### src/rtl/mac_operand_gen.sv
// Operand-pair source feeding the mac a/b valid/ready port (sweeps, ramp, constant).
// Optional build macro MAC_OPERAND_GEN_THROTTLE_EN inserts LFSR-driven idle gaps before each new pair.
module mac_operand_gen #(
    parameter int int_in_lp      = 2,
    parameter int frac_in_lp     = 14,
    parameter int count_width_lp = 16
) (
    input  logic                                clk_i,
    input  logic                                reset_ni,
    input  logic                                start_i,
    input  logic [1:0]                          mode_i,
    input  logic [count_width_lp-1:0]           count_i,
    input  logic [int_in_lp+frac_in_lp-1:0]     step_i,
    input  logic                                abort_i,
    output logic                                valid_o,
    input  logic                                ready_i,
    output logic [int_in_lp+frac_in_lp-1:0]     a_o,
    output logic [int_in_lp+frac_in_lp-1:0]     b_o,
    output logic                                busy_o,
    output logic                                done_o,
    output logic [count_width_lp-1:0]           issued_o
);
    // state | meaning
    // IDLE  | waiting for start_i
    // LOAD  | one cycle to seed the operands from the latched mode
    // SEND  | presenting pairs to the mac
    // DONE  | one-cycle completion pulse
    localparam int w_lp = int_in_lp + frac_in_lp;
    localparam logic [w_lp-1:0] lsb_lp = {{(w_lp-1){1'b0}}, 1'b1};
    localparam logic [w_lp-1:0] one_lp = lsb_lp << frac_in_lp;
    localparam logic [count_width_lp-1:0] cnt_one_lp = {{(count_width_lp-1){1'b0}}, 1'b1};

    typedef enum logic [1:0] {S_IDLE, S_LOAD, S_SEND, S_DONE} state_e;

    state_e                    state_q, state_d;
    logic [1:0]                mode_q;
    logic [count_width_lp-1:0] count_q, issued_q;
    logic [w_lp-1:0]           step_q, a_q, b_q;
    logic                      abort_q, valid_q, valid_d, busy_q, done_q;
    logic                      hs, last_pair;

    assign hs = (state_q == S_SEND) & valid_q & ready_i;

    always_comb begin
        last_pair = 1'b0;
        case (mode_q)
            2'd0:    last_pair = (b_q == lsb_lp);
            2'd1:    last_pair = (a_q == lsb_lp);
            default: last_pair = (issued_q == count_q - cnt_one_lp);
        endcase
    end

    always_ff @(posedge clk_i or negedge reset_ni) begin
        if (!reset_ni) state_q <= S_IDLE;
        else           state_q <= state_d;
    end

    // Leaving SEND only ever happens on a handshake, so a pending pair is never dropped.
    always_comb begin
        state_d = state_q;
        case (state_q)
            S_IDLE: if (start_i) state_d = S_LOAD;
            S_LOAD: begin
                if (abort_i)                                state_d = S_DONE;
                else if (mode_q[1] && (count_q == '0))      state_d = S_DONE;
                else                                        state_d = S_SEND;
            end
            S_SEND: if (hs && (last_pair || abort_q || abort_i)) state_d = S_DONE;
            S_DONE: state_d = S_IDLE;
            default: state_d = S_IDLE;
        endcase
    end

`ifdef MAC_OPERAND_GEN_THROTTLE_EN
    logic [15:0] lfsr_q;

    always_ff @(posedge clk_i or negedge reset_ni) begin
        if (!reset_ni) lfsr_q <= 16'hACE1;
        else           lfsr_q <= {1'b0, lfsr_q[15:1]} ^ (lfsr_q[0] ? 16'hB400 : 16'h0000);
    end

    // A presented pair is held until taken; only a fresh pair waits on the LFSR.
    always_comb begin
        valid_d = (state_d == S_SEND) && ((valid_q && !hs) || lfsr_q[0]);
    end
`else
    always_comb begin
        valid_d = (state_d == S_SEND);
    end
`endif

    always_ff @(posedge clk_i or negedge reset_ni) begin
        if (!reset_ni) begin
            mode_q   <= '0;
            count_q  <= '0;
            step_q   <= '0;
            a_q      <= '0;
            b_q      <= '0;
            issued_q <= '0;
            abort_q  <= 1'b0;
            valid_q  <= 1'b0;
            busy_q   <= 1'b0;
            done_q   <= 1'b0;
        end else begin
            valid_q <= valid_d;
            busy_q  <= (state_d == S_LOAD) || (state_d == S_SEND);
            done_q  <= (state_d == S_DONE);
            case (state_q)
                S_IDLE: begin
                    if (start_i) begin
                        mode_q   <= mode_i;
                        count_q  <= count_i;
                        step_q   <= step_i;
                        issued_q <= '0;
                        abort_q  <= 1'b0;
                    end
                end
                S_LOAD: begin
                    case (mode_q)
                        2'd2:    begin a_q <= '0;     b_q <= one_lp; end
                        2'd3:    begin a_q <= step_q; b_q <= step_q; end
                        default: begin a_q <= one_lp; b_q <= one_lp; end
                    endcase
                end
                S_SEND: begin
                    if (abort_i) abort_q <= 1'b1;
                    if (hs) begin
                        issued_q <= issued_q + cnt_one_lp;
                        case (mode_q)
                            2'd0:    b_q <= b_q >> 1;
                            2'd1:    a_q <= a_q >> 1;
                            2'd2:    a_q <= a_q + step_q;
                            default: ;
                        endcase
                    end
                end
                S_DONE:  abort_q <= 1'b0;
                default: ;
            endcase
        end
    end

    assign valid_o  = valid_q;
    assign a_o      = a_q;
    assign b_o      = b_q;
    assign busy_o   = busy_q;
    assign done_o   = done_q;
    assign issued_o = issued_q;
endmodule

### config.mk
export PLATFORM = sky130hd
export DESIGN_NAME = mac_operand_gen
export DESIGN_NICKNAME = d
export VERILOG_FILES = /design/src/rtl/mac_operand_gen.sv
export SDC_FILE = /design/constraint.sdc
export NUM_CORES = 1
export LEC_CHECK = 0
export CORE_MARGIN = 4
export CORE_UTILIZATION = 54
export DETAILED_ROUTE_END_ITERATION = 6
export PLACE_DENSITY_LB_ADDON = 0.12
export SLEW_MARGIN = 20
export SYNTH_ARGS = -nofsm -noshare
export SYNTH_HDL_FRONTEND = slang
export SYNTH_SLANG_ARGS = --single-unit
### constraint.sdc
create_clock -name clk_i -period 3.7 [get_ports clk_i]
set_input_delay 0.74 -clock clk_i [delete_from_list [all_inputs] [get_ports clk_i]]
set_output_delay 0.74 -clock clk_i [all_outputs]
set_load 0.05 [all_outputs]
# Word-level counts from Yosys, hierarchy flattened
# Cells that the tools add are included.
dict set report word_totals {
  register_bits 88
  in_bits 39
  elab_cells 69
}
dict set report classes {
  add_sub_neg 3
  eq_ne 17
  mux 20
  bitwise_logic 2
  reduce_logical 16
}
# op n
set op_table {}
lappend op_table {{case mux 16 bit (2 select lines)} 5}
lappend op_table {{two-way mux 16 bit} 6}
lappend op_table {{equality test 16 x 1 -> 1 bit (second input constant)} 2}
lappend op_table {{adder 16 x 1 -> 16 bit (second input constant)} 1}
lappend op_table {{adder 16 bit} 1}
lappend op_table {{equality test 16 bit} 1}
lappend op_table {{logical NOT 16 bit} 1}
lappend op_table {{subtractor 16 x 1 -> 16 bit (second input constant)} 1}
lappend op_table {{equality test 2 bit (second input constant)} 6}
lappend op_table {{AND reduction 3 bit} 4}
lappend op_table {{case mux 2 bit (4 select lines)} 1}
lappend op_table {{equality test 2 x 1 -> 1 bit (second input constant)} 3}
lappend op_table {{!= test 2 bit (second input constant)} 3}
lappend op_table {{logical NOT 2 bit} 2}
lappend op_table {{two-way mux 1 bit} 4}
lappend op_table {{two-way mux 2 bit} 2}
lappend op_table {{nonzero test 2 bit} 2}
lappend op_table {{logical OR 1 bit} 3}
lappend op_table {{!= test 3 x 1 -> 1 bit (second input constant)} 1}
lappend op_table {{case mux 1 bit (3 select lines)} 1}
lappend op_table {{nonzero test 3 bit} 1}
lappend op_table {{AND 1 bit} 2}
lappend op_table {{logical AND 1 bit} 2}
lappend op_table {{!= test 2 x 1 -> 1 bit (second input constant)} 1}
lappend op_table {{2 further kinds} 2}

# Logic depth before layout (Yosys ltp)
# Gate-level depths: netlist (run 1).
dict set report logic_depth {
  ltp_word 10
  depth_mapped 11
  depth_no_buf 11
}

# Least setup slack after synthesis (run 1)
# Ideal clock, no wire load.
dict set report synth_timing {
  kind {flip-flop to flip-flop}
  startpoint {reg count_q[0]}
  endpoint {reg busy_q (netlist: busy_o)}
  setup_ns 0.113
  t_arrival_ns 2.564
  required_time_ns 3.587
  path_slack_ns 1.023
  path_stages_with_launch 12
  synth_period_minus_slack_ns 2.677
  cell_sequence {dfrtp_1 -> inv_1 -> ha_1 -> nor3b_2 -> nand4_1 -> o21bai_1 -> a211o_1 -> and2_0 -> or4b_4 -> and2_4 -> ha_1 -> inv_1}
}
dict set report synth_between {
  elab_chain_cells 10
}
# item line
set synth_lines {}
lappend synth_lines {{from (decl)} 37} ;# logic [count_width_lp-1:0] count_q, issued_q;
lappend synth_lines {{from (signal assigned)} 112} ;# count_q <= count_i;
lappend synth_lines {{subtractor 16 x 1 -> 16 bit} 49} ;# default: last_pair = (issued_q == count_q - cnt_one_lp);
lappend synth_lines {{equality test 16 bit} 49}
lappend synth_lines {{case mux 1 bit (2 select lines)} 46} ;# case (mode_q)
lappend synth_lines {{logical OR 1 bit (2 in series)} 68} ;# S_SEND: if (hs && (last_pair || abort_q || abort_i)) state_d = S_DONE;
lappend synth_lines {{logical AND 1 bit} 68}
lappend synth_lines {{two-way mux 2 bit} 68}
lappend synth_lines {{case mux 2 bit (4 select lines) (*)} 61} ;# case (state_q)
lappend synth_lines {{equality test 2 x 1 -> 1 bit or equality test 2 bit (tied branches)} 106} ;# busy_q <= (state_d == S_LOAD) || (state_d == S_SEND);
lappend synth_lines {{logical OR 1 bit (*)} 106}
lappend synth_lines {{to (signal assigned)} 106}
lappend synth_lines {{to (decl)} 39} ;# logic abort_q, valid_q, valid_d, busy_q, done_q;
# Every way passes the cells marked *; elsewhere a longest branch is shown, timed or not.
# A chain may end at the register's enable or synchronous reset.

# Final worst setup path (run 1)
# Ends and elaborated chain as after synthesis.

==> results.ini, run 1 <==
[timing]
finalSetupViolCount=0
setup-tns-final_ns=0
fin_crit_sh_pct=82.6
rsz0062_at_grt=false
report.final.slew_viol_count=0
period_minus_slack_ns=3.06
hold_violations=0
relSlewSlack_pct=43.0
worst_slew_pin_slew_ns=0.854
worst_slack_ns=0.645
fmax_ghz=0.327
fin_worst_skew_ns=0.00865

[synth]
syn-num-nets=630
yosysWarnings=0
syn_area_sq_um=5360
synth_edf_count=0
synth_cell_types=60
ys_seq_area_share_pct=41.1
async_reset_ff_share_pct=100
synthFlopType=dfrtp_1
syn-mean-instance-area_sq_um=9.41
synth_cells=569
synth_seq_cells=88

[clocking]
cts_setup_buffers=0
hold_buffers=0
clk_pin_slew_ns=0.09
root_buffer=clkbuf_8
cts_tree=done
cts-buffers-inserted=9
cts.htree.levels=3
clk_latency_ns=0.36
cts.sink_count=88
cts_resized=0
cts.path.max_buffers=2

[placed_design]
gp_congestion=0.869
place_ws_ns=0.574
placedInstanceArea_sq_um=6370
placed_cells=769
port_buffers=89
place_hpwl_microns=10200

[cells_and_area]
areaGrowthSynthToFinish_pct=23.3
finalNetCount=708
diodes=0
instances_no_fill=785
fillers=816
mostFrequentLayoutCells=dfrtp_1 (88), clkdlybuf4s50_1 (88), nand2_1 (54)
stdcell_area_sq_um=6610
drive_gt1_share_pct=10.1

[drt]
num_vias=4751
post_drt_wl_per_cell_microns=18.2
drtIter0Drc=298
drcViolationCount=0
drt_wl_total_microns=14300
via_per_inst=6.05
first_pass_iters=7
drtAntennaViolNets=0

[flow_run]
maxCapViolCount=0

[power_and_ir_drop]
power.total_uw=6390
peakVddDrop_v=0.000605
power_leakage_uw=0.00272
power_density_nw_per_um2=967

[floorplan]
die_x_microns=108
ios=90
core.rowCount=36
dieArea_sq_um=11600
dieHeight_microns=108
core_sq_um=9730
start_util_pct=55.1

[global_route]
antenna_found_initial=0
grt_pass1_vias=4690
grt_max_degree=37
overflow=0
grt_pass1_wl_microns=23600
grt_usage_pct=25.4

[worst_setup_path]
max_stage_delay_ns=0.51
path_cells=inv_1 -> ha_1 -> nor3b_2 -> nand4_1 -> o21bai_1 -> a211o_1 -> and2_0 -> or4b_4 -> and2_4 -> ha_1 -> inv_1
end_kind=register
critPathMaxFanout=8
worstPathArrival_ns=3.31
cp-start-kind=register
worstPathRequired_ns=3.95
critical_path_class=reg2reg
reg2reg_depth=11
slowest_stage=or4b_4

[status]
status=completed

[worst_hold_path]
hold_class=in2async

## through the flow
stage	utilization, %	hold WS (ns)
floorplan	-	0.444
global placement	65.4	0.510
detailed placement	65.4	0.512
CTS	67.8	0.345
global route	67.9	0.362
finish	67.9	0.344
## worst max-delay path, delay by kind of cell (launching register included)
family                     cells  cell delay (ns)
and+or+nand+nor                5             1.50
buffers and inverters          2             0.12
adders and majority gates      2             0.46
AOI/OAI and AO/OA              2             0.40
DFF                            1             0.46
## flip-flops by register name, indices dropped and copies added (netlist names)
signal,cells
b_o,16
state_q,2
count_q,16
issued_o,16
valid_o,1
step_q,16
mode_q,2
a_o,16
busy_o,1
done_o,1
abort_q,1
## cell families (layout without fill, tap and decap cells)
kind of cell / after synthesis / in the layout / synth area share (%)
fa+ha+maj: 22 / 22 / 5.28
mux: 40 / 40 / 8.27
xor+xnor: 40 / 40 / 6.54
flops: 88 / 88 / 41.1
compound gates: 144 / 144 / 17.4
buf+inv: 48 / 131 / 3.43
simple gates: 187 / 187 / 18.0
## Yosys cell counts (all sizes together), types with 9 or more instances
cell	n	area [sq um]
nor2	44	165
mux2	34	383
o21ai	43	215
inv	18	67.6
and3	9	57.6
a21oi	33	165
a22oi	16	120
xnor2	18	158
clkbuf	22	82.6
nor4	11	98.8
nor3	12	60.1
ha	21	263
nand4	9	56.3
nand3	15	75.1
nand2	54	203
xor2	22	193
dfrtp	88	2200
## area by class of cell
cell class / count / area, sq um / share of cell area (%)
Multi-Input combinational cell: 433 / 2980 / 45.1
Inverter: 19 / 71.3 / 1.08
Sequential cell: 88 / 2200 / 33.3
Tap cell: 133 / 166 / 2.52
Timing Repair Buffer: 96 / 953 / 14.4
Clock buffer: 12 / 155 / 2.35
Clock inverter: 4 / 76.3 / 1.16
## where the power goes
group / switching, uW / internal, uW
Combinational: 2220 / 1480
Sequential: 568 / 1340
Clock: 354 / 419
## layer usage
layer  vias to the layer above  part of all wire, %  global-route usage (%)
met4                         0                  1.5                    8.21
met1                      2316                   43                    33.2
met5                         -                    0                       0
li1                       2237                    -                       -
met2                       178                   50                    43.0
met3                        20                  5.1                    4.20
## worst paths after layout
check,startpoint,to,slack [ns]
worst min-delay path,reset_ni,issued_o[2],0.34
max in group asynchronous,reset_ni,a_o[10],2.61
min in group clk_i,b_o[0],b_o[0],0.53
worst max register to register,count_q[0],busy_o,0.64
worst max-delay path,count_q[0],busy_o,0.64
worst min register to register,b_o[0],b_o[0],0.53
Power figures use the tool's default switching activity.
==> inputs of run 2 (changes only) <==
==> constraint.sdc (replaced) <==
create_clock -name clk_i -period 3.1 [get_ports clk_i]
set_input_delay 0.62 -clock clk_i [delete_from_list [all_inputs] [get_ports clk_i]]
set_output_delay 0.62 -clock clk_i [all_outputs]
set_load 0.05 [all_outputs]
==> run 2 against run 1 <==
Net effect: register-to-register slack worse by 0.42 ns; first-iteration DRC count grew 32%; routed wire length decreased by 0.40%; sequential power is 18% higher; global-route usage grew 0.21 points; critical path depth did not move; setup slack got worse by 0.42 ns; largest cell class unchanged; worst hold slack got worse by 0.19 ns.
==> results.ini, run 2 (synthesized netlist as in run 1, its figures left out) <==
[placed_design]
gp_congestion=0.897  ; +3.3%
place_hpwl_microns=10300  ; +0.70%
port_buffers=89  ; unchanged
placed_cells=775  ; +0.78%
place_ws_ns=0.183  ; -0.392 ns

[drt]
num_vias=4811  ; +1.3%
drt_wl_total_microns=14200  ; -0.40%
post_drt_wl_per_cell_microns=18.0  ; -1.2%
drtAntennaViolNets=0  ; unchanged
via_per_inst=6.08  ; +0.49%
first_pass_iters=7  ; unchanged
drtIter0Drc=394  ; +32%
drcViolationCount=0  ; unchanged

[cells_and_area]
finalNetCount=715  ; +0.99%
instances_no_fill=791  ; +0.76%
areaGrowthSynthToFinish_pct=23.3  ; unchanged
seq_area_sq_um=2200  ; unchanged
mostFrequentLayoutCells=dfrtp_1 (88), clkdlybuf4s50_1 (88), nand2_1 (54)
drive_gt1_share_pct=10.9  ; +0.82 points
fillers=816  ; unchanged
multi_input_area_sq_um=2990  ; +0.21%
diodes=0  ; unchanged

[status]
status=completed

[floorplan]
dieHeight_microns=108  ; unchanged
start_util_pct=55.1  ; unchanged
dieArea_sq_um=11600  ; unchanged
core_sq_um=9730  ; unchanged
die_x_microns=108  ; unchanged
core.rowCount=36  ; unchanged
ios=90  ; unchanged

[clocking]
clk_pin_slew_ns=0.09  ; about the same
cts_tree=done
root_buffer=clkbuf_8
cts.sink_count=88  ; unchanged
hold_buffers=0  ; unchanged
cts.path.max_buffers=2  ; unchanged
clk_latency_ns=0.37  ; about the same
cts.htree.levels=3  ; unchanged
cts-buffers-inserted=9  ; unchanged

[power_and_ir_drop]
peakVddDrop_v=0.000609  ; +0.60%
power_leakage_uw=0.00273  ; +0.42%
power_density_nw_per_um2=1130  ; +17%

[global_route]
grt_usage_pct=25.6  ; +0.21 points
antenna_found_initial=0  ; unchanged
grt_max_degree=66  ; +78%
overflow=0  ; unchanged
grt_pass1_vias=4750  ; +1.3%
grt_pass1_wl_microns=23600  ; about the same

[worst_setup_path]
cp-start-kind=register
path_cells=inv_1 -> ha_1 -> nor3b_4 -> nand4_1 -> o21bai_1 -> a211o_1 -> and2_0 -> or4b_4 -> and2_4 -> ha_1 -> inv_1
r2r_slack_ns=0.23  ; -0.42 ns
max_stage_delay_ns=0.50  ; about the same
worstPathRequired_ns=3.37  ; -0.58 ns
worstPathArrival_ns=3.14  ; -0.17 ns
end_kind=register
slowest_stage=or4b_4
critical_path_class=reg2reg
critPathMaxFanout=6  ; -2

[timing]
worst_slack_ns=0.225  ; -0.419 ns
setup-tns-final_ns=0  ; unchanged
report.final.slew_viol_count=0  ; unchanged
hold_violations=0  ; unchanged
rsz0062_at_grt=false
worst_slew_pin_slew_ns=1.00  ; +0.148 ns
relSlewSlack_pct=33.1  ; -9.9 points
fin_crit_sh_pct=92.7  ; +10 points
fmax_ghz=0.348  ; +6.3%
finalSetupViolCount=0  ; unchanged
fin_worst_skew_ns=0.00981  ; +0.00116 ns
period_minus_slack_ns=2.87  ; -0.181 ns

[flow_run]
maxCapViolCount=0  ; unchanged

[worst_hold_path]
hold_class=in2async

==> run 2: cell count changes in the layout (fill, tap and decap cells not counted) <==
cell and delta:
clkinv_4 -1, bufinv_16 -2, nor3b_2 -1, nor3b_4 +1, buf_4 +7, clkinv_2 +2
==> run 2: metal layers <==
metal  vias to the layer above  global-route usage (%)  share of wire (%)  routed length (microns)
met5                         -                       0                  0                        0
met1                      2340                    32.8                 42                     5910
li1                       2250                       -                  -                        -
met4                         0                    9.38                2.2                      312
met2                       194                    43.2                 50                     7060
met3                        27                    4.74                6.6                      943
==> run 2: power by group <==
group          switching, uW  internal [uW]
Clock                    404            329
Combinational           2680           1830
Sequential               647           1600
Total                   3730           3760
==> run 2: final timing paths <==
check / start / to / cells past startpoint
max: count_q[1] / busy_o / 11
max reg2reg: count_q[1] / busy_o / 11
min reg2reg: abort_q / abort_q / 2
max in group asynchronous: reset_ni / a_o[3] / 2
min in group clk_i: abort_q / abort_q / 2
min: reset_ni / issued_o[4] / 1
==> run 2: layout make-up <==
class,instances,area share [%]
Timing Repair Buffer,103,15.2
Clock inverter,3,0.265
Tap cell,133,2.52
Inverter,19,1.08
Sequential cell,88,33.3
Multi-Input combinational cell,433,45.2
Clock buffer,12,2.35
==> run 2: timing repair <==
action / in CTS / in global routing
buffers inserted: 0 / 1
hold endpoints to repair: 0 / 0
resized for setup: 0 / 1
endpoints found under the setup margin: 0 / 1
==> run 2: metrics by stage <==
stage          hold slack, ns  total power, uW  util (%)  area [sq um]
2_1_floorplan           0.324             5370         -          5360
3_3_place_gp            0.511             6540      65.9          6410
3_5_place_dp            0.515             6700      65.9          6410
4_1_cts                 0.145             7450      67.7          6590
5_1_grt                 0.153             8050      67.9          6610
6_report                0.150             7490      67.9          6610
==> run 2: critical path: cells and delay by family, from the launching register on <==
| kind | cells | cell delay [ns] |
|---|---|---|
| and+or+nand+nor | 5 | 1.29 |
| DFF | 1 | 0.45 |
| buffers and inverters | 2 | 0.12 |
| AOI/OAI and AO/OA | 2 | 0.45 |
| adders and majority gates | 2 | 0.47 |
==> inputs of run 3 (changes only) <==
==> constraint.sdc (replaced) <==
create_clock -name clk_i -period 3.1 [get_ports clk_i]
set_input_delay 0.775 -clock clk_i [delete_from_list [all_inputs] [get_ports clk_i]]
set_output_delay 0.775 -clock clk_i [all_outputs]
set_load 0.05 [all_outputs]
==> run 3 against run 2 <==
Net effect: worst hold slack improved by 0.30 ns; cell area grew 0.44%; cell count shrank 0.25%; largest power group unchanged; critical path type unchanged.
==> results.ini, run 3 (synthesized netlist as in run 1, its figures left out) <==
[worst_setup_path]
critical_path_class=reg2reg
worstPathRequired_ns=3.36  ; about the same
critPathMaxFanout=8  ; +2
end_kind=register
path_cells=inv_1 -> ha_1 -> nor3b_4 -> nand4_1 -> o21bai_1 -> a211o_1 -> and2_0 -> or4b_4 -> and2_4 -> ha_1 -> inv_1
slowest_stage=or4b_4
max_stage_delay_ns=0.49  ; about the same
cp-start-kind=register
worstPathArrival_ns=3.19  ; +0.05 ns

[clocking]
cts.path.max_buffers=2  ; unchanged
cts.sink_count=88  ; unchanged
root_buffer=clkbuf_8
clk_pin_slew_ns=0.09  ; about the same
cts_setup_buffers=0  ; unchanged
cts_tree=done
cts.htree.levels=3  ; unchanged
cts-buffers-inserted=9  ; unchanged
clk_latency_ns=0.36  ; about the same

[status]
status=completed

[timing]
fmax_ghz=0.342  ; -1.7%
report.final.slew_viol_count=0  ; unchanged
period_minus_slack_ns=2.93  ; +0.0508 ns
fin_crit_sh_pct=94.4  ; +1.6 points
relSlewSlack_pct=39.6  ; +6.5 points
finalSetupViolCount=0  ; unchanged
fin_worst_skew_ns=0.0101  ; +0.000280 ns
hold_violations=0  ; unchanged
worst_slew_pin_slew_ns=0.902  ; -0.101 ns
worst_slack_ns=0.175  ; -0.0508 ns

[cells_and_area]
instances_no_fill=789  ; -0.25%
finish.utilization_pct=68.2  ; +0.30 points
areaGrowthSynthToFinish_pct=23.9
finalNetCount=714  ; -0.14%
stdcell_area_sq_um=6640  ; +0.44%
multi_input_area_sq_um=2990  ; unchanged
fillers=793  ; -2.8%
mostFrequentLayoutCells=dfrtp_1 (88), clkdlybuf4s50_1 (88), nand2_1 (54)
seq_area_sq_um=2200  ; unchanged
diodes=0  ; unchanged
drive_gt1_share_pct=10.7  ; -0.27 points

[power_and_ir_drop]
p_seq_share_pct=29.7  ; -0.3 points
peakVddDrop_v=0.000570  ; -6.3%
p_sw_share_pct=49.0  ; -0.80 points
switching_power_uw=3730  ; about the same
power_leakage_uw=0.00274  ; +0.29%
power.total_uw=7620  ; +1.7%
p_clk_share_pct=11.5  ; +1.7 points
power_density_nw_per_um2=1150  ; +1.2%
power.share.combinational_pct=58.8  ; -1.4 points
p_int_uw=3880  ; +3.3%

[floorplan]
core_sq_um=9730  ; unchanged
ios=90  ; unchanged
start_util_pct=55.1  ; unchanged
core.rowCount=36  ; unchanged
dieHeight_microns=108  ; unchanged
dieArea_sq_um=11600  ; unchanged
die_x_microns=108  ; unchanged

[drt]
post_drt_wl_per_cell_microns=17.9  ; -0.53%
drtAntennaViolNets=0  ; unchanged
drtIter0Drc=344  ; -13%
drt_wl_total_microns=14100  ; -0.78%
num_vias=4752  ; -1.2%
via_per_inst=6.02  ; -0.98%
first_pass_iters=7  ; unchanged
drcViolationCount=0  ; unchanged

[placed_design]
place_hpwl_microns=10100  ; -2.4%
placedInstanceArea_sq_um=6410  ; unchanged
placed_cells=775  ; unchanged
gp_congestion=0.873  ; -2.7%
port_buffers=89  ; unchanged
place_ws_ns=0.0495  ; -0.133 ns

[global_route]
grt_pass1_wl_microns=23400  ; -0.85%
antenna_found_initial=0  ; unchanged
grt_pass1_vias=4760  ; +0.21%
grt_max_degree=89  ; +35%
grt_usage_pct=25.2  ; -0.44 points
overflow=0  ; unchanged

[worst_hold_path]
hold_class=in2async

[flow_run]
maxCapViolCount=0  ; unchanged

## run 3: per-stage QoR
step / TNS [ns] / hold WS (ns)
final: 0 / 0.451
after detailed placement: 0 / 0.510
after floorplan: 0 / 0.479
after CTS: 0 / 0.448
after global routing: -0.00934 / 0.483
after global placement: 0 / 0.511
## run 3: per-layer routing
layer | vias to the layer above | wire length (microns) | GRT usage [%]
li1 | 2249 | - | -
met2 | 185 | 6970 | 41.5
met4 | 0 | 434 | 11.6
met5 | - | 0 | 0
met1 | 2277 | 5920 | 32.9
met3 | 41 | 794 | 3.42
## run 3: cell type report
| type | instances | share of cell area, % |
|---|---|---|
| Sequential cell | 88 | 33.2 |
| Timing Repair Buffer | 102 | 15.0 |
| Tap cell | 133 | 2.51 |
| Inverter | 19 | 1.07 |
| Multi-Input combinational cell | 433 | 45.0 |
| Clock buffer | 11 | 2.13 |
| Clock inverter | 3 | 1.02 |
## run 3: path summary, 6_finish.rpt
check                         endpoint        from  cells past startpoint  slack, ns
setup / recovery                busy_o  count_q[1]                     11       0.17
hold / removal             issued_o[2]    reset_ni                      2       0.45
setup reg to reg                busy_o  count_q[1]                     11       0.17
hold reg to reg                 b_o[0]      b_o[0]                      2       0.53
max in group asynchronous       b_o[1]    reset_ni                      2       2.30
min in group clk_i              b_o[0]      b_o[0]                      2       0.53
## run 3: power by group through the flow
| stage | Combinational (uW) | Sequential [uW] | Clock (uW) |
|---|---|---|---|
| 6_report | 4480 | 2260 | 876 |
| 5_1_grt | 4890 | 2350 | 925 |
| 4_1_cts | 4460 | 2250 | 882 |
| 3_5_place_dp | 4420 | 2260 | 0 |
| 3_3_place_gp | 4290 | 2250 | 0 |
| 2_1_floorplan | 2720 | 2650 | 0 |
## run 3: critical path: cells and delay by family, from the launching register on
| family | cells | cell delay (ns) |
|---|---|---|
| and+or+nand+nor | 5 | 1.36 |
| adders and majority gates | 2 | 0.47 |
| DFF | 1 | 0.45 |
| AOI/OAI and AO/OA | 2 | 0.43 |
| buffers and inverters | 2 | 0.12 |
## run 3: repair_timing
item,CTS,global route
gates resized for setup,0,1
endpoints found under the setup margin,0,1
hold buffers,0,0
